[src/rtl/fsk_modulator.sv]
// Byte-framed binary FSK transmitter: optional mark preamble, start bit,
// 8 data bits LSB first, stop bit, each symbol a phase-continuous square tone.
module fsk_modulator #(
    parameter int unsigned HALF_PERIOD_0 = 50,
    parameter int unsigned HALF_PERIOD_1 = 73,
    parameter int unsigned BIT_CLKS      = 2920,
    parameter int unsigned PREAMBLE_BITS = 2,
    parameter int unsigned CNT_W         = 16
) (
    input  logic       clk,
    input  logic       rst,
    input  logic [7:0] tx_data,
    input  logic       tx_valid,
    output logic       tx_ready,
    output logic       fsk_out,
    output logic       busy,
    output logic       sym_out
);

    localparam logic [CNT_W-1:0] HP0_LAST = CNT_W'(HALF_PERIOD_0 - 1);
    localparam logic [CNT_W-1:0] HP1_LAST = CNT_W'(HALF_PERIOD_1 - 1);
    localparam logic [CNT_W-1:0] BIT_LAST = CNT_W'(BIT_CLKS - 1);
    localparam logic [CNT_W-1:0] PRE_LAST = CNT_W'(PREAMBLE_BITS - 1);

    typedef enum logic [2:0] {
        S_IDLE,
        S_PREAMBLE,
        S_START,
        S_DATA,
        S_STOP
    } state_t;

    state_t           r_state,    w_state_n;
    logic [CNT_W-1:0] r_hp_cnt,   w_hp_cnt_n;
    logic [CNT_W-1:0] r_bit_cnt,  w_bit_cnt_n;
    logic [CNT_W-1:0] r_pre_cnt,  w_pre_cnt_n;
    logic [2:0]       r_bit_idx,  w_bit_idx_n;
    logic [7:0]       r_shift,    w_shift_n;
    logic             r_fsk,      w_fsk_n;
    logic             r_sym,      w_sym_n;
    logic             r_busy,     w_busy_n;
    logic             r_tx_ready, w_tx_ready_n;

    logic             w_accept;
    logic             w_bit_end;
    logic [CNT_W-1:0] w_hp_last;

    assign w_accept  = tx_valid && r_tx_ready;
    assign w_bit_end = (r_bit_cnt == BIT_LAST);
    // Half-period follows the symbol currently on air, so a new tone takes effect
    // from the first cycle of its symbol without clearing the phase counter.
    assign w_hp_last = r_sym ? HP1_LAST : HP0_LAST;

    always_comb begin
        w_state_n   = r_state;
        w_bit_cnt_n = w_bit_end ? '0 : r_bit_cnt + CNT_W'(1);
        w_pre_cnt_n = r_pre_cnt;
        w_bit_idx_n = r_bit_idx;
        w_shift_n   = r_shift;
        if (r_hp_cnt >= w_hp_last) begin
            w_hp_cnt_n = '0;
            w_fsk_n    = ~r_fsk;
        end else begin
            w_hp_cnt_n = r_hp_cnt + CNT_W'(1);
            w_fsk_n    = r_fsk;
        end

        case (r_state)
            S_IDLE: begin
                w_bit_cnt_n = '0;
                w_hp_cnt_n  = '0;
                w_fsk_n     = 1'b0;
                if (w_accept) begin
                    w_shift_n   = tx_data;
                    w_pre_cnt_n = '0;
                    w_bit_idx_n = 3'd0;
                    w_fsk_n     = 1'b1;
                    w_state_n   = (PREAMBLE_BITS != 0) ? S_PREAMBLE : S_START;
                end
            end
            S_PREAMBLE: begin
                if (w_bit_end) begin
                    if (r_pre_cnt == PRE_LAST) begin
                        w_pre_cnt_n = '0;
                        w_state_n   = S_START;
                    end else begin
                        w_pre_cnt_n = r_pre_cnt + CNT_W'(1);
                    end
                end
            end
            S_START: begin
                if (w_bit_end) begin
                    w_bit_idx_n = 3'd0;
                    w_state_n   = S_DATA;
                end
            end
            S_DATA: begin
                if (w_bit_end) begin
                    w_shift_n   = {1'b0, r_shift[7:1]};
                    w_bit_idx_n = r_bit_idx + 3'd1;
                    if (r_bit_idx == 3'd7) begin
                        w_state_n = S_STOP;
                    end
                end
            end
            S_STOP: begin
                // A byte offered in the last stop cycle chains straight into START.
                if (w_bit_end) begin
                    if (w_accept) begin
                        w_shift_n   = tx_data;
                        w_bit_idx_n = 3'd0;
                        w_state_n   = S_START;
                    end else begin
                        w_hp_cnt_n = '0;
                        w_fsk_n    = 1'b0;
                        w_state_n  = S_IDLE;
                    end
                end
            end
            default: begin
                w_state_n   = S_IDLE;
                w_bit_cnt_n = '0;
                w_hp_cnt_n  = '0;
                w_fsk_n     = 1'b0;
            end
        endcase

        w_busy_n     = (w_state_n != S_IDLE);
        w_tx_ready_n = (w_state_n == S_IDLE) ||
                       ((w_state_n == S_STOP) && (w_bit_cnt_n == BIT_LAST));
        case (w_state_n)
            S_PREAMBLE, S_STOP: w_sym_n = 1'b1;
            S_DATA:             w_sym_n = w_shift_n[0];
            default:            w_sym_n = 1'b0;
        endcase
    end

    always_ff @(posedge clk) begin
        if (rst) begin
            r_state    <= S_IDLE;
            r_hp_cnt   <= '0;
            r_bit_cnt  <= '0;
            r_pre_cnt  <= '0;
            r_bit_idx  <= 3'd0;
            r_shift    <= 8'd0;
            r_fsk      <= 1'b0;
            r_sym      <= 1'b0;
            r_busy     <= 1'b0;
            r_tx_ready <= 1'b0;
        end else begin
            r_state    <= w_state_n;
            r_hp_cnt   <= w_hp_cnt_n;
            r_bit_cnt  <= w_bit_cnt_n;
            r_pre_cnt  <= w_pre_cnt_n;
            r_bit_idx  <= w_bit_idx_n;
            r_shift    <= w_shift_n;
            r_fsk      <= w_fsk_n;
            r_sym      <= w_sym_n;
            r_busy     <= w_busy_n;
            r_tx_ready <= w_tx_ready_n;
        end
    end

    assign tx_ready = r_tx_ready;
    assign fsk_out  = r_fsk;
    assign busy     = r_busy;
    assign sym_out  = r_sym;

endmodule

[config.mk]
export PLATFORM = sky130hd
export DESIGN_NAME = fsk_modulator
export DESIGN_NICKNAME = d
export VERILOG_FILES = /design/src/rtl/fsk_modulator.sv
export SDC_FILE = /design/constraint.sdc
export NUM_CORES = 1
export LEC_CHECK = 0
export BUFFER_PORTS_ARGS = -buffer_cell sky130_fd_sc_hd__buf_2
export CAP_MARGIN = 20
export CORE_ASPECT_RATIO = 1.4
export CORE_MARGIN = 5
export CORE_UTILIZATION = 55
export DETAILED_ROUTE_END_ITERATION = 8
export PLACE_DENSITY = 0.73
export SYNTH_ARGS = -nofsm -noshare
export SYNTH_HDL_FRONTEND = slang
export SYNTH_SLANG_ARGS = --single-unit
[constraint.sdc]
create_clock -name clk -period 2.2 [get_ports clk]
set_input_delay 0.22 -clock clk [delete_from_list [all_inputs] [get_ports clk]]
set_output_delay 0.22 -clock clk [all_outputs]
set_load 0.03 [all_outputs]
==> run summary, run 1 <==
post-synthesis mux area share - 0.00630
core area - 5570 µm²
post_cts resized - 0
Antenna Violating Nets Remaining - 0
row cnt - 32
die height - 99.9 µm
EDFF count, synth - 0
Fmax - 478 MHz
outcome - finished, final reports clean
Max Slew Vio Count - 0
Hold Fails Final Rpt - 0
Initial DRC Count - 111
post-synthesis adder-cell area fraction - 0.0433
XOR/XNOR Fraction of Synth Area - 0.0993
CTS Buf Count - 9
Syn. warnings - 0
Synth cell types - 56
CP Launch Type - flop
fin crit period - 2.09 ns
period utilization - 0.950
DP Wirelength - 4690 µm
pin count of the biggest net entering global routing - 19
cell count after synthesis - 360
DRT Pass-1 Iters - 4
post-CTS setup buffers - 0
Synth Cell Area - 3180 µm²
# IOs - 15
post-synth top area share - 0.416
Slew headroom - 0.647
H-tree depth - 3
most common cell in the synthesized netlist - dfxtp_1
CP arrival - 2.31 ns
total wire length - 6330 µm
first-pass GRT wire length - 11000 µm
Pwr Density - 690 nW/µm²
#FFs+latches synth - 66
worst min path class - input port to flop
Req. time, crit path - 2.42 ns
Yosys top cell by area - dfxtp_1
Util after Layout - 0.662
vias in the first global route - 2534
clk root buf - clkbuf_8
unrepaired setup endpoints after global routing - false
Net count, final - 424
Max VDD drop - 0.596 mV
CTS tree - built
antenna violations before repair - 0
hold-fix buffers at CTS - 0
Wirelength per Cell - 13.3 µm
die width - 74.2 µm
slew of the pin with the lowest slew margin - 0.529 ns
CTS max path bufs - 2
Port Buffers - 14
number of max-cap violations - 0
layout cells sized above 1 - 0.177
vias - 2576
gr ovfl total - 0
post-route cell area - 3680 µm²
Worst-Skew Late Latency - 0.35 ns
Worst Setup Path Type - flop to flop
Layout area overhead - 16.0%
fraction of registers with async set or reset after synthesis - 0
CTS Sinks - 66
Reg area - 1320 µm²
final setup fails - 0
final RePlAce weighted congestion - 0.874
initial core utilization - 0.571
drt drc - 0
worst-path fanout max - 6
Antenna Cells - 0
Multi-input gate area - 1800 µm²
overall global routing resource usage - 0.189
total power - 2.54 mW
Static Leak - 1.40 nW
setup TNS - 0 ns
Main synth FF type - dfxtp_1
clk_skew - 0.00696 ns
Synth top cells by count - dfxtp_1 (66), nor2_1 (57), nand2_1 (33)
Seq/Total Area, Yosys - 0.416
die area - 7410 µm²
largest cells by area after synthesis - dfxtp_1 (42%), nor2_1 (6.7%), xor2_1 (5.8%), ha_1 (4.3%), xnor2_1 (4.1%)
simple-gate share of the synthesized area - 0.279
Critical Path Sink Type - flop
Post-Syn Area per Cell - 8.82 µm²
clk slew on worst S/H paths - 0.07 ns
Vias/cell - 5.42
Post-Place Cell Area - 3440 µm²
largest family of logic cells by synthesized area - simple AND/OR/NAND/NOR gates
Synth Area in Compound Gates - 0.122
filler cell count - 468
metal layers:
metal / up-vias / GRT usage / share of wire / wire (µm)
met3: 10 / 0.0561 / 0.033 / 210
met5: - / 0 / 0 / 0
met2: 32 / 0.333 / 0.53 / 3330
met1: 1209 / 0.211 / 0.42 / 2670
met4: 0 / 0.0726 / 0.017 / 108
li1: 1325 / - / - / -
registers in the layout, indices dropped and copies added (netlist names), 3 cells and up:
name       flops
r_bit_idx      3
r_hp_cnt      16
r_pre_cnt     16
r_bit_cnt     16
r_state        3
r_shift        8
worst max-delay path: stages (launching register included):
cell      delay (ns)
dfxtp_1         0.36
ha_1            0.18
nand3_1         0.12
nor3_4          0.28
nand3_1         0.23
or2_0           0.27
a211oi_1        0.28
buf_4           0.18
a221oi_2        0.06
through the flow:
step	instances	hold WS, ns	setup slack (ns)
floorplan	367	0.416	0.187
global placement	459	0.446	0.0825
detailed placement	459	0.450	0.0674
CTS	475	0.142	0.0511
global route	475	0.158	0.00376
finish	475	0.159	0.109
logic make-up (layout without fill, tap and decap cells):
group                    after synthesis  after routing
AND/OR/NAND/NOR                      171            171
flip-flops                            66             66
AO/OA/AOI/OAI                         52             52
XOR/XNOR                              36             36
buffers and inverters                 21             61
adder cells (fa/ha/maj)               11             11
multiplexers                           2              2
other                                  1              8
layout by cell type, fill, tap and decap left out, types with 4 or more instances in the layout:
cell      Yosys  final
a21oi_1      18     18
a22oi_1       7      7
and3_1        5      5
and4_1        4      4
buf_2         4     14
buf_4         0     20
clkbuf_8      0     10
conb_1        1      8
dfxtp_1      66     66
ha_1         11     11
inv_1        11     11
nand2_1      33     33
nand3_1      22     22
nand4_1       7      7
nor2_1       57     57
nor2b_1       4      4
nor3_1        8      8
nor4_1        7      7
o21ai_0       6      5
xnor2_1      15     15
xor2_1       21     21
cell type report:
class | count | share of cell area
Clock buffer | 11 | 0.0384
Tap cell | 68 | 0.0231
Clock inverter | 5 | 0.0211
Timing Repair Buffer | 34 | 0.0598
Multi-Input combinational cell | 280 | 0.488
Sequential cell | 66 | 0.359
Inverter | 11 | 0.0112
path summary, 6_finish.rpt:
kind / from / end / slack [ns] / depth (start not counted)
min: tx_data[5] / r_shift[5]$_SDFFE_PP0P_ / 0.16 / 3
min reg2reg: r_shift[6]$_SDFFE_PP0P_ / r_shift[5]$_SDFFE_PP0P_ / 0.46 / 2
max: r_bit_cnt[1]$_SDFF_PP0_ / sym_out$_SDFF_PP0_ / 0.11 / 8
max reg2reg: r_bit_cnt[1]$_SDFF_PP0_ / sym_out$_SDFF_PP0_ / 0.11 / 8
power by group:
group | switching, mW | leakage (nW) | internal [mW]
combinational | 0.113 | 0.757 | 0.0786
sequential | 0.0134 | 0.537 | 1.22
clock | 0.447 | 0.109 | 0.665
(Power assumes the default switching activity.)
==> run 2, diff against run 1 <==
- CELL_PAD_IN_SITES_DETAIL_PLACEMENT: not set -> 1
- CELL_PAD_IN_SITES_GLOBAL_PLACEMENT: not set -> 2
- CORE_UTILIZATION: 55 -> 38
- PLACE_DENSITY: 0.73 -> not set
- PLACE_DENSITY_LB_ADDON: not set -> 0.1
==> run 2 against run 1 <==
Net effect:
- sequential power about the same
- clock skew is essentially flat
- register-to-register slack gained 0.05 ns
- routed wire length rose by 16%
- flip-flop and latch count stayed put
- setup slack improved by 0.045 ns
- first-iteration DRC count fell by 34%
- combinational power down 3%
- design area up 2.9%
- final cell count increased by 6.9%
==> run summary, run 2 (synthesis results as in run 1) <==
outcome - finished, final reports clean
Worst-Skew Late Latency - 0.33 ns (-0.02 ns)
post-CTS setup buffers - 0 (unchanged)
final RePlAce weighted congestion - 0.785 (-10%)
core area - 8150 µm² (+46%)
DP Wirelength - 5530 µm (+18%)
Max Slew Vio Count - 0 (unchanged)
H-tree depth - 3 (unchanged)
Port Buffers - 14 (unchanged)
worst-path fanout max - 6 (unchanged)
Util after Layout - 0.465 (-0.197)
Fmax - 489 MHz (+2.2%)
worst min path class - input port to flop
Fin Hold WS - 0.176 ns (+0.0175 ns)
die height - 118 µm (+18%)
Initial DRC Count - 73 (-34%)
Pwr Density - 755 nW/µm² (+9.5%)
Logic pwr share - 0.064 (-0.011)
slowest stage delay, CP - 0.33 ns (-0.03 ns)
clock share of power - 0.502 (+0.064)
fin crit period - 2.05 ns (-0.0452 ns)
slew of the pin with the lowest slew margin - 0.630 ns (+0.100 ns)
dpl ws - 0.0692 ns (+0.00185 ns)
unrepaired setup endpoints after global routing - false
Antenna Violating Nets Remaining - 0 (unchanged)
clk slew on worst S/H paths - 0.06 ns (about the same)
# IOs - 15 (unchanged)
filler cell count - 978 (+110%)
clk_skew - 0.00655 ns (-0.000412 ns)
Net count, final - 423 (-0.24%)
first-pass GRT wire length - 12800 µm (+16%)
Hold Fails Final Rpt - 0 (unchanged)
CP Launch Type - flop
CTS Sinks - 66 (unchanged)
Int Pwr - 2.20 mW (+12%)
CTS tree - built
Vias/cell - 5.14 (-5.2%)
period utilization - 0.930 (-0.0205)
vias - 2612 (+1.4%)
die area - 10300 µm² (+39%)
vias in the first global route - 2790 (+10%)
hold-fix buffers at CTS - 0 (unchanged)
most frequent cells in the layout - dfxtp_1 (66), nor2_1 (57), nand2_1 (33)
clk root buf - clkbuf_16
DRT Pass-1 Iters - 4 (unchanged)
net switching power - 660 µW (+15%)
setup TNS - 0 ns (unchanged)
initial core utilization - 0.390 (-0.181)
final setup fails - 0 (unchanged)
overall global routing resource usage - 0.157 (-0.0323)
gr ovfl total - 0 (unchanged)
Slew headroom - 0.580 (-0.0667)
pin count of the biggest net entering global routing - 19 (unchanged)
Max VDD drop - 0.382 mV (-36%)
Req. time, crit path - 2.45 ns (+0.03 ns)
Antenna Cells - 0 (unchanged)
Slowest-stage cell, CP - dfxtp_1
drt drc - 0 (unchanged)
number of max-cap violations - 0 (unchanged)
Post-Place Cell Area - 3480 µm² (+1.0%)
Wirelength per Cell - 14.5 µm (+8.7%)
layout cells sized above 1 - 0.177 (+0.000436)
Setup WS post-layout - 0.155 ns (+0.0452 ns)
Reg power frac - 0.434 (-0.053)
row cnt - 39 (+22%)
CTS max path bufs - 2 (unchanged)
most common cell after layout, fill and taps aside - dfxtp_1
Net Sw Frac - 0.231 (+0.00480)
CP arrival - 2.30 ns (about the same)
post-route cell area - 3790 µm² (+2.9%)
Layout area overhead - 19.4%
total wire length - 7360 µm (+16%)
Static Leak - 1.42 nW (+1.3%)
antenna violations before repair - 0 (unchanged)
Critical Path Sink Type - flop
die width - 87.3 µm (+18%)
critical-path cell list - ha_1 -> nand3_1 -> and2b_2 -> and4_1 -> xor2_1 -> nor4_1 -> nand4_1 -> o2bb2ai_1
CTS Buf Count - 9 (unchanged)
Worst Setup Path Type - flop to flop
Top Registers - r_bit_cnt (16), r_hp_cnt (16), r_pre_cnt (16)
run 2: cell type report:
type | count | area [µm²] | area share
Clock buffer | 10 | 239 | 0.0630
Timing Repair Buffer | 33 | 213 | 0.0561
Tap cell | 102 | 128 | 0.0337
Sequential cell | 66 | 1320 | 0.349
Multi-Input combinational cell | 280 | 1780 | 0.470
Clock inverter | 6 | 66.3 | 0.0175
Inverter | 11 | 41.3 | 0.0109
run 2: per-stage QoR:
stage,instances,power (mW)
final,508,2.86
after floorplan,367,1.39
after global placement,492,1.45
after global routing,508,2.99
after detailed placement,492,1.45
after CTS,508,2.91
run 2: routing by layer:
layer  part of all wire  track usage
met1               0.41        0.169
met2               0.54        0.277
met3              0.019       0.0313
met4              0.032       0.0902
met5                  0            0
run 2: timing repair:
item,in CTS,in global routing
pin swaps,0,2
gates resized for setup,1,2
setup endpoints to repair,1,11
run 2: power by group through the flow:
stage,registers [mW],logic [mW],clock network [mW]
after floorplan,1.28,0.113,0
after global placement,1.27,0.183,0
after detailed placement,1.27,0.186,0
after CTS,1.24,0.188,1.48
after global routing,1.24,0.206,1.54
final,1.24,0.185,1.44
run 2: worst max-delay path: cells and delay by family, from the launching register on:
kind / cells / cell delay, ns
adder cells (fa/ha/maj): 1 / 0.21
flip-flops: 1 / 0.33
XOR/XNOR: 1 / 0.15
AO/OA/AOI/OAI: 1 / 0.19
AND/OR/NAND/NOR: 5 / 1.07
run 2: worst paths after layout:
path,from,to,slack [ns],depth (start not counted)
worst max-delay path,r_bit_cnt[1]$_SDFF_PP0_,tx_ready$_SDFF_PP0_,0.15,8
worst min-delay path,tx_data[4],r_shift[4]$_SDFFE_PP0P_,0.18,3
worst max register to register,r_bit_cnt[1]$_SDFF_PP0_,tx_ready$_SDFF_PP0_,0.15,8
worst min register to register,r_shift[6]$_SDFFE_PP0P_,r_shift[5]$_SDFFE_PP0P_,0.46,2
==> run 3, diff against run 2 <==
- CORE_UTILIZATION: 38 -> 40
- CTS_BUF_LIST: not set -> sky130_fd_sc_hd__clkbuf_2
- CTS_CLUSTER_SIZE: not set -> 20
==> run 3 against run 2 <==
Net effect:
- fmax is 0.13% lower
- clock skew up 0.022 ns
- critical endpoint is now r_pre_cnt[13]$_SDFFE_PP0P_
- routed wire length increased by 1.3%
- critical path depth fell by 1
- setup slack lost 0.0026 ns
==> run summary, run 3 (synthesis results as in run 1) <==
die height - 115 µm (-2.3%)
total power - 2.30 mW (-20%)
Hold EP - r_pre_cnt[1]$_SDFFE_PP0P_
Net count, final - 432 (+2.1%)
hold path start - rst
Layout area overhead - 17.7%
Max Slew Vio Count - 0 (unchanged)
Reg2Reg Depth - 7 (-1)
Worst Setup Path Type - flop to flop
slew of the pin with the lowest slew margin - 0.535 ns (-0.0947 ns)
# IOs - 15 (unchanged)
antenna violations before repair - 0 (unchanged)
DP Wirelength - 5540 µm (+0.27%)
vias - 2664 (+2.0%)
die width - 85.3 µm (-2.2%)
critical-path cell list - or2_2 -> nor3_2 -> a31oi_4 -> nor3_4 -> and4_1 -> xnor2_1 -> nor2_2
worst-path fanout max - 7 (+1)
CP arrival - 2.49 ns (+0.19 ns)
number of max-cap violations - 0 (unchanged)
most frequent cells in the layout - dfxtp_1 (65), nor2_1 (57), nand2_1 (33)
Initial DRC Count - 80 (+9.6%)
outcome - finished, final reports clean
setup TNS - 0 ns (unchanged)
Slew headroom - 0.643 (+0.0631)
worst min path class - input port to flop
Slowest-stage cell, CP - dfxtp_1
Vias/cell - 5.17 (+0.60%)
Util after Layout - 0.482 (+0.0170)
Critical R2R Capture - r_pre_cnt[13]$_SDFFE_PP0P_
dpl ws - -0.0365 ns (-0.106 ns)
clk_skew - 0.0284 ns (+0.0219 ns)
Critical Path Sink Type - flop
final setup fails - 0 (unchanged)
overall global routing resource usage - 0.164 (+0.00730)
total wire length - 7450 µm (+1.3%)
Worst-Skew Late Latency - 0.53 ns (+0.20 ns)
CTS tree - built
Req. time, crit path - 2.64 ns (+0.19 ns)
Antenna Violating Nets Remaining - 0 (unchanged)
final RePlAce weighted congestion - 0.756 (-3.6%)
core area - 7750 µm² (-4.9%)
period utilization - 0.931 (+0.00120)
clk slew on worst S/H paths - 0.21 ns (+0.15 ns)
layout cells sized above 1 - 0.186 (+0.00820)
CTS Buf Count - 9 (unchanged)
gr ovfl total - 0 (unchanged)
Port Buffers - 14 (unchanged)
Max VDD drop - 0.366 mV (-4.1%)
slowest stage delay, CP - 0.42 ns (+0.09 ns)
fin crit period - 2.05 ns (+0.00264 ns)
Static Leak - 1.41 nW (-0.94%)
Wirelength per Cell - 14.5 µm (about the same)
most common cell after layout, fill and taps aside - dfxtp_1
worst hold stages - 2 (-1)
Setup WS post-layout - 0.152 ns (-0.00264 ns)
CP Launch Type - flop
R2R Path Start - r_state[0]$_SDFF_PP0_
Fmax - 488 MHz (-0.13%)
drt drc - 0 (unchanged)
Pwr Density - 615 nW/µm² (-18%)
CTS max path bufs - 2 (unchanged)
vias in the first global route - 2845 (+2.0%)
pin count of the biggest net entering global routing - 19 (unchanged)
row cnt - 38 (-2.6%)
Top Registers - r_bit_cnt (16), r_hp_cnt (16), r_pre_cnt (16)
first-pass GRT wire length - 12800 µm (unchanged)
die area - 9850 µm² (-4.5%)
Hold Fails Final Rpt - 0 (unchanged)
clk root buf - clkbuf_2
slack of the worst reg-to-reg path - 0.15 ns (about the same)
H-tree depth - 3 (unchanged)
initial core utilization - 0.410 (+0.0201)
CTS Sinks - 66 (unchanged)
DRT Pass-1 Iters - 4 (unchanged)
Antenna Cells - 0 (unchanged)
run 3: cell types whose count changed in the layout (fill, tap and decap cells not counted), moves of 2 or more:
cell           delta
buf_4             +2
clkbuf_16         -9
clkbuf_2          +9
dlygate4sd3_1     +7
run 3: layout make-up:
cell class | instances | area (µm²)
clock buffers | 9 | 45.0
clock inverters | 7 | 101
fillers | 965 | 4010
inverters | 11 | 41.3
multi-input cells | 280 | 1800
flip-flops and latches | 66 | 1320
well taps | 100 | 125
repair buffers | 42 | 298
run 3: what timing repair did:
item	4_1_cts	5_1_grt
hold buffers	7	0
resized for setup	1	6
hold endpoints to repair	7	0
pin swaps	0	1
endpoints found under the setup margin	1	9
setup buffers	0	2
run 3: critical path: cells and delay by family (launching register included):
kind,cells,cell delay [ns]
simple gates,5,1.29
flops,1,0.42
xor+xnor,1,0.13
compound gates,1,0.12
run 3: metrics by stage:
| step | instance area, µm² | hold slack, ns | instances |
|---|---|---|---|
| after floorplan | 3200 | 0.416 | 367 |
| after global placement | 3470 | 0.446 | 490 |
| after detailed placement | 3470 | 0.453 | 490 |
| after CTS | 3690 | 0.00483 | 513 |
| after global routing | 3740 | 0.0348 | 515 |
| final | 3740 | 0.0707 | 515 |
run 3: power by group:
| group | switching (mW) | total (mW) | internal [mW] |
|---|---|---|---|
| combinational | 0.116 | 0.196 | 0.0800 |
| clock | 0.480 | 0.862 | 0.382 |
| sequential | 0.0160 | 1.24 | 1.23 |
| total | 0.611 | 2.30 | 1.69 |
run 3: per-layer routing:
metal | global-route usage | vias to the layer above | wire [µm]
met5 | 0 | - | 0
met4 | 0.103 | 0 | 230
met3 | 0.0263 | 15 | 121
met2 | 0.300 | 19 | 3990
met1 | 0.175 | 1287 | 3110
li1 | - | 1343 | -
run 3: how the worst max path moves through the flow:
stage | start | endpoint | slack, ns
floorplan | r_bit_cnt[0]$_SDFF_PP0_ | sym_out$_SDFF_PP0_ | 0.19
global placement | r_bit_cnt[13]$_SDFF_PP0_ | r_bit_idx[0]$_SDFFE_PP0P_ | 0.1
detailed placement | r_bit_cnt[13]$_SDFF_PP0_ | r_bit_idx[0]$_SDFFE_PP0P_ | -0.04
CTS | r_bit_cnt[1]$_SDFF_PP0_ | tx_ready$_SDFF_PP0_ | 0.09
global route | sym_out$_SDFF_PP0_ | r_hp_cnt[3]$_SDFF_PP0_ | -0.01
finish | r_state[0]$_SDFF_PP0_ | r_pre_cnt[13]$_SDFFE_PP0P_ | 0.15
